File: config.mk
export PLATFORM = sky130hd
export DESIGN_NAME = expansion_timer
export DESIGN_NICKNAME = d
export VERILOG_FILES = /design/src/rtl/expansion_timer_pkg.sv /design/src/rtl/expansion_timer_core.sv /design/src/rtl/expansion_timer.sv
export SDC_FILE = /design/constraint.sdc
export NUM_CORES = 1
export LEC_CHECK = 0
export CORE_AREA = 2 2 91 93
export DETAILED_ROUTE_END_ITERATION = 12
export DIE_AREA = 0 0 93 95
export HOLD_SLACK_MARGIN = 0.08
export PLACE_DENSITY = 0.78
export SLEW_MARGIN = 10
export SYNTH_ARGS = -nofsm -noshare
export SYNTH_HDL_FRONTEND = slang
export SYNTH_SLANG_ARGS = --single-unit
File: constraint.sdc
create_clock -name i_clkDesign -period 2.8 [get_ports i_clkDesign]
set_clock_uncertainty 0.15 [all_clocks]
set_input_delay 0.42 -clock i_clkDesign [delete_from_list [all_inputs] [get_ports i_clkDesign]]
set_output_delay 0.42 -clock i_clkDesign [all_outputs]
set_load 0.1 [all_outputs]
File: src/rtl/expansion_timer_pkg.sv
// Shared definitions for the expansion timer card: register offsets, CTRL/STATUS bit
// positions and the CTRL register layout.
package expansion_timer_pkg;

    localparam logic [2:0] TMR_CTRL      = 3'd0;
    localparam logic [2:0] TMR_PRESC     = 3'd1;
    localparam logic [2:0] TMR_RELOAD_LO = 3'd2;
    localparam logic [2:0] TMR_RELOAD_HI = 3'd3;
    localparam logic [2:0] TMR_COUNT_LO  = 3'd4;
    localparam logic [2:0] TMR_COUNT_HI  = 3'd5;
    localparam logic [2:0] TMR_STATUS    = 3'd6;
    localparam logic [2:0] TMR_CMD       = 3'd7;

    localparam int unsigned CTRL_EN         = 0;
    localparam int unsigned CTRL_AUTORELOAD = 1;
    localparam int unsigned CTRL_IRQEN      = 2;

    localparam int unsigned STAT_EXPIRED = 0;
    localparam int unsigned STAT_OVERRUN = 1;

    typedef struct packed {
        logic irqen;
        logic autoreload;
        logic en;
    } ctrl_t;

endpackage

File: src/rtl/expansion_timer_core.sv
// Prescaler plus 16-bit down counter. A restart reloads the counter and clears the
// prescaler, taking priority over any tick in the same clock.
module timer_core (
    input  logic        clk_i,
    input  logic        rst_ni,
    input  logic        en_i,
    input  logic        autoreload_i,
    input  logic [7:0]  presc_i,
    input  logic [15:0] reload_i,
    input  logic        restart_i,
    output logic [15:0] count_o,
    output logic        expire_pulse_o
);

    logic [7:0]  pcnt_q, pcnt_d;
    logic [15:0] count_q, count_d;
    logic        tick;

    always_comb begin
        pcnt_d         = pcnt_q;
        count_d        = count_q;
        expire_pulse_o = 1'b0;
        tick           = en_i && (pcnt_q == presc_i);
        if (restart_i) begin
            pcnt_d  = '0;
            count_d = reload_i;
        end else if (en_i) begin
            pcnt_d = tick ? '0 : pcnt_q + 8'd1;
            if (tick) begin
                if (count_q != '0) begin
                    count_d        = count_q - 16'd1;
                    expire_pulse_o = (count_q == 16'd1);
                end else if (autoreload_i) begin
                    count_d = reload_i;
                end
            end
        end
    end

    always_ff @(posedge clk_i or negedge rst_ni) begin
        if (!rst_ni) begin
            pcnt_q  <= '0;
            count_q <= '0;
        end else begin
            pcnt_q  <= pcnt_d;
            count_q <= count_d;
        end
    end

    assign count_o = count_q;

endmodule

File: src/rtl/expansion_timer.sv
// IO-bus responder for the countdown timer card: address decode, strobe edge detection,
// register file, atomic count snapshot and sticky status with interrupt output.
module expansion_timer
    import expansion_timer_pkg::*;
#(
    parameter logic [7:0] BASE_ADDR = 8'h10
) (
    input  logic       i_clkDesign,
    input  logic       i_resetn,
    input  logic [7:0] i_bus,
    output logic [7:0] o_bus,
    output logic       o_busNOE,
    input  logic       i_ioSelect,
    input  logic [7:0] i_ioAddress,
    input  logic       i_ioNOE,
    input  logic       i_ioNWE,
    output logic       o_irq
);

    logic        hit;
    logic [2:0]  off;
    logic        rd_strobe;
    logic        wr_commit;
    logic        rd_end;
    logic        restart;
    logic [15:0] count;
    logic        expire_pulse;
    logic [7:0]  rd_data;

    logic        we_act_q;
    logic        rd_act_q;
    logic [2:0]  rd_off_q;
    ctrl_t       ctrl_q, ctrl_d;
    logic [7:0]  presc_q, presc_d;
    logic [15:0] reload_q, reload_d;
    logic [15:0] snap_q, snap_d;
    logic [7:0]  snap_hi_q, snap_hi_d;
    logic        expired_q, expired_d;
    logic        overrun_q, overrun_d;
    logic        irq_q, irq_d;

    assign hit       = i_ioSelect && (i_ioAddress[7:3] == BASE_ADDR[7:3]);
    assign off       = i_ioAddress[2:0];
    assign rd_strobe = hit && !i_ioNOE;
    // we_act_q resets to "strobe already active" so a strobe held across reset never commits.
    assign wr_commit = hit && !i_ioNWE && !we_act_q;
    assign rd_end    = rd_act_q && i_ioNOE;
    assign restart   = wr_commit && (off == TMR_CMD);

    timer_core u_core (
        .clk_i          (i_clkDesign),
        .rst_ni         (i_resetn),
        .en_i           (ctrl_q.en),
        .autoreload_i   (ctrl_q.autoreload),
        .presc_i        (presc_q),
        .reload_i       (reload_q),
        .restart_i      (restart),
        .count_o        (count),
        .expire_pulse_o (expire_pulse)
    );

    always_comb begin
        ctrl_d    = ctrl_q;
        presc_d   = presc_q;
        reload_d  = reload_q;
        expired_d = expired_q;
        overrun_d = overrun_q;
        if (wr_commit) begin
            case (off)
                TMR_CTRL: begin
                    ctrl_d.en         = i_bus[CTRL_EN];
                    ctrl_d.autoreload = i_bus[CTRL_AUTORELOAD];
                    ctrl_d.irqen      = i_bus[CTRL_IRQEN];
                end
                TMR_PRESC:     presc_d         = i_bus;
                TMR_RELOAD_LO: reload_d[7:0]   = i_bus;
                TMR_RELOAD_HI: reload_d[15:8]  = i_bus;
                default: ;
            endcase
        end
        // A clearing read loses to a simultaneous expiry; OVERRUN then keeps its old value.
        if (rd_end && (rd_off_q == TMR_STATUS)) begin
            expired_d = expire_pulse;
            overrun_d = expire_pulse ? overrun_q : 1'b0;
        end else if (expire_pulse) begin
            expired_d = 1'b1;
            overrun_d = overrun_q | expired_q;
        end
        snap_d    = (rd_strobe && (off == TMR_COUNT_LO)) ? snap_q : count;
        snap_hi_d = (rd_end && (rd_off_q == TMR_COUNT_LO)) ? snap_q[15:8] : snap_hi_q;
        irq_d     = expired_d && ctrl_d.irqen;
    end

    always_ff @(posedge i_clkDesign or negedge i_resetn) begin
        if (!i_resetn) begin
            we_act_q  <= 1'b1;
            rd_act_q  <= 1'b0;
            rd_off_q  <= '0;
            ctrl_q    <= '0;
            presc_q   <= '0;
            reload_q  <= '0;
            snap_q    <= '0;
            snap_hi_q <= '0;
            expired_q <= 1'b0;
            overrun_q <= 1'b0;
            irq_q     <= 1'b0;
        end else begin
            we_act_q  <= !i_ioNWE;
            rd_act_q  <= rd_strobe;
            if (rd_strobe) begin
                rd_off_q <= off;
            end
            ctrl_q    <= ctrl_d;
            presc_q   <= presc_d;
            reload_q  <= reload_d;
            snap_q    <= snap_d;
            snap_hi_q <= snap_hi_d;
            expired_q <= expired_d;
            overrun_q <= overrun_d;
            irq_q     <= irq_d;
        end
    end

    always_comb begin
        rd_data = '0;
        case (off)
            TMR_CTRL:      rd_data = {5'b0, ctrl_q};
            TMR_PRESC:     rd_data = presc_q;
            TMR_RELOAD_LO: rd_data = reload_q[7:0];
            TMR_RELOAD_HI: rd_data = reload_q[15:8];
            TMR_COUNT_LO:  rd_data = snap_q[7:0];
            TMR_COUNT_HI:  rd_data = snap_hi_q;
            TMR_STATUS: begin
                rd_data[STAT_EXPIRED] = expired_q;
                rd_data[STAT_OVERRUN] = overrun_q;
            end
            default:       rd_data = '0;
        endcase
    end

    assign o_busNOE = !rd_strobe;
    assign o_bus    = rd_strobe ? rd_data : '0;
    assign o_irq    = irq_q;

endmodule

==> out/metrics.csv <==
metric,value,unit
total area of multi-input combinational cells,2345,µm²
final critical-path share of the clock period,96.11,%
max-slew violation total from the final report,0,
RSZ-0062 raised after global routing,false,
first-pass detailed-route iteration total,5,
Final Util,68.97,%
number of max-cap violations,0,
worst max-slew margin expressed relative to the limit,61.26,%
htree depth,3,
Gate Count Post-Synth,421,
clock network latency to the later pin of the worst-skew pair,0.36,ns
"critical path, cell by cell",clkdlybuf4s50_1 -> inv_1 -> o311ai_0 -> o21ai_0 -> nor2_4 -> buf_12,
clock transition time at the flip-flop clock pins of the worst setup and hold paths,0.08,ns
Post-synth EDFFs,0,
CP max stage delay,0.59,ns
"commonest cells after routing, fill and taps aside","sky130_fd_sc_hd__dfrtp_1, sky130_fd_sc_hd__mux2_2, sky130_fd_sc_hd__buf_4, sky130_fd_sc_hd__nor2_1, sky130_fd_sc_hd__nand2_1",
number of clock sinks seen by CTS,83,
fraction of layout cells with a size suffix above 1,29.85,%
P per Cell Area,476.6,nW/µm²
number of synthesized register bits,83,
starting density of the core,57.04,%
floorplan core area,7928,µm²
number of setup violations in the final report,0,
average vias per placed instance,6.259,
synth warn,0,
TritonCTS buffer count,9,
Overall Global Routing Usage,28.74,%
data arrival time of the worst path,2.12,ns
FF+latch area,2078,µm²
maximum frequency from static timing analysis,0.3716,GHz
Final Wtd Congestion,1.004,
drt wl/cell,20.45,µm
count of buffers from port buffering,30,
number of nets at the end of the flow,499,
worst hold path type,flop to flop,
# Post-CTS Setup Buffers,0,
number of inserted filler cells in the final layout,621,
Row Count,33,
die boundary width,93,µm
height of the die,95,µm
I/O pin count,31,
distinct cell type count of the synthesized netlist,56,
maximum number of pins on one net before global-route repair,53,
count of inserted antenna diode cells,0,
initial antenna violation count,0,
Area Overhead vs Synth,20.92,%
static leakage,0.002515,µW
post-synthesis net count,446,
Clock Path Buffers,2,
aggregate global routing overflow,0,
startpoint types,input port,
final hold viol count,0,
crit path kind,input port to primary output,
required time worst endpoint,2.23,ns
worst-margin pin slew,0.5772,ns
Clock Tree Root,sky130_fd_sc_hd__clkbuf_8,
"Max stage delay cell, worst path",sky130_fd_sc_hd__clkdlybuf4s50_1,
status,completed,
number of design rule violations left after detail routing,0,
Synth Area per Inst,10.74,µm²
fraction of registers with async set/reset,100.0,%
CTS tree,built,
synthesized area,4522,µm²
"leading cell type in the layout, fill and taps excluded",sky130_fd_sc_hd__dfrtp_1,
initial detailed-routing violation count,394,
minimum clock period after layout,2.691,ns
vias in the first global route,3571,
setup TNS,0,ns
count of antenna-violating nets left after detailed routing,0,
WL final,11940,µm
maximum ir drop on the vdd rail,305.4,µV
DR vias,3655,
HPWL Detailed,8989,µm
global-route wire length before repair,19140,µm
crit-path max FO,6,
full die area,8835,µm²
Critical Path End Type,primary output,
top flip-flop cell by instance count after synthesis,sky130_fd_sc_hd__dfrtp_1,
sequential cell area fraction in the yosys report,45.96,%
## final cells by class
type / count / area share (%)
clock buffer: 12 / 2.654
multi-input combinational: 303 / 42.88
tap: 105 / 2.403
clock inverter: 4 / 0.9153
timing repair buffer: 67 / 12.45
sequential: 83 / 38.01
inverter: 10 / 0.6865
## critical path: cells and delay by family
| family | cells | cell delay, ns |
|---|---|---|
| buffers and inverters | 3 | 0.90 |
| AO/OA/AOI/OAI | 2 | 0.62 |
| AND/OR/NAND/NOR | 1 | 0.17 |
## per-layer routing
layer / vias up / global-route usage [%] / routed length [µm]
li1: 1660 / - / -
met1: 1788 / 40.33 / 5103
met2: 168 / 44.14 / 5514
met3: 39 / 5.906 / 937
met4: 0 / 10.54 / 389
met5: - / 2.976 / 0
## through the flow
stage / setup slack, ns / hold slack (ns) / area, µm² / total power, µW / instances
floorplan: 0.1267 / -0.02559 / 4579 / 1594 / 421
detailed placement: 0.02916 / 0.2472 / 5260 / 1746 / 567
global placement: 0.06449 / 0.2350 / 5260 / 1738 / 567
global route: 0.03477 / 0.3757 / 5468 / 2715 / 584
CTS: 0.03386 / 0.3582 / 5465 / 2605 / 584
finish: 0.1088 / 0.3555 / 5468 / 2606 / 584
## synthesized netlist by cell type (2+ instances only)
master                     count  area (µm²)
sky130_fd_sc_hd__a21oi_1      14       70.07
sky130_fd_sc_hd__a221o_1       3       30.03
sky130_fd_sc_hd__a22oi_1       3       22.52
sky130_fd_sc_hd__a311oi_1      3       26.28
sky130_fd_sc_hd__a31oi_1       6       37.54
sky130_fd_sc_hd__a32oi_1       2       17.52
sky130_fd_sc_hd__and2_1        3       18.77
sky130_fd_sc_hd__and3_1        5       31.28
sky130_fd_sc_hd__buf_1         2       7.510
sky130_fd_sc_hd__buf_2         5       25.02
sky130_fd_sc_hd__buf_6         2       22.52
sky130_fd_sc_hd__clkbuf_1     16       60.06
sky130_fd_sc_hd__dfrtp_1      82        2052
sky130_fd_sc_hd__ha_1          4       50.05
sky130_fd_sc_hd__inv_1        10       37.54
sky130_fd_sc_hd__mux2_2       63       709.4
sky130_fd_sc_hd__mux2i_1      19       190.2
sky130_fd_sc_hd__nand2_1      21       78.83
sky130_fd_sc_hd__nand2b_1      2       12.51
sky130_fd_sc_hd__nand3_1       9       45.04
sky130_fd_sc_hd__nand3b_1      3       22.52
sky130_fd_sc_hd__nand4_1       8       50.05
sky130_fd_sc_hd__nor2_1       42       157.7
sky130_fd_sc_hd__nor2b_1       2       12.51
sky130_fd_sc_hd__nor3_1       16       80.08
sky130_fd_sc_hd__nor3_2        2       20.02
sky130_fd_sc_hd__nor4_1        3       18.77
sky130_fd_sc_hd__o211ai_1      4       30.03
sky130_fd_sc_hd__o21a_1        2       15.01
sky130_fd_sc_hd__o21ai_0       6       30.03
sky130_fd_sc_hd__o21ai_1       6       30.03
sky130_fd_sc_hd__o22a_1        6       52.55
sky130_fd_sc_hd__o22ai_1       4       25.02
sky130_fd_sc_hd__o32a_1        6       60.06
sky130_fd_sc_hd__or3_1         3       18.77
sky130_fd_sc_hd__or4_1         3       22.52
sky130_fd_sc_hd__xnor2_1       2       17.52
sky130_fd_sc_hd__xor2_1       11       96.34
## registers in the layout, indices dropped and copies added (netlist names)
signal,flops
rd_off_q,3
expired_q,1
rd_act_q,1
o_irq,1
ctrl_q,3
overrun_q,1
snap_q,16
we_act_q,1
u_core.pcnt_q,8
snap_hi_q,8
presc_q,8
u_core.count_o,16
reload_q,16
## kinds of logic (layout without fill, tap and decap cells)
logic type                 count (synthesis)  in the layout  share of synthesized area, %
DFF                                       83             83                         45.96
AOI/OAI and AO/OA                         72             72                         11.26
muxes                                     83             83                         20.39
buffers and inverters                     35             93                         3.376
and+or+nand+nor                          131            131                         15.38
xor gates and xnor gates                  13             13                         2.518
adders and majority gates                  4              4                         1.107
## path summary, 6_finish.rpt
kind                                     end  cells past startpoint              start  slack (ns)
min                               snap_q[11]                      1         snap_q[11]        0.36
max in group asynchronous           we_act_q                      3           i_resetn        1.43
min in group asynchronous         snap_q[12]                      2           i_resetn        0.40
max reg2reg                u_core.count_o[3]                      5  u_core.count_o[8]        0.26
max                                 o_bus[1]                      6     i_ioAddress[1]        0.11
min reg2reg                       snap_q[11]                      1         snap_q[11]        0.36
## power by group
part	internal [µW]	total, µW	switching (µW)
Combinational	188	430	241
Clock	436	871	435
Sequential	1250	1300	55.4
## timing repair
| item | CTS | global route |
|---|---|---|
| gates resized for setup | 0 | 1 |
| setup endpoints to repair | 0 | 2 |
| hold endpoints to repair | 31 | 0 |
| hold buffers | 1 | 0 |
(Power assumes the default switching activity.)
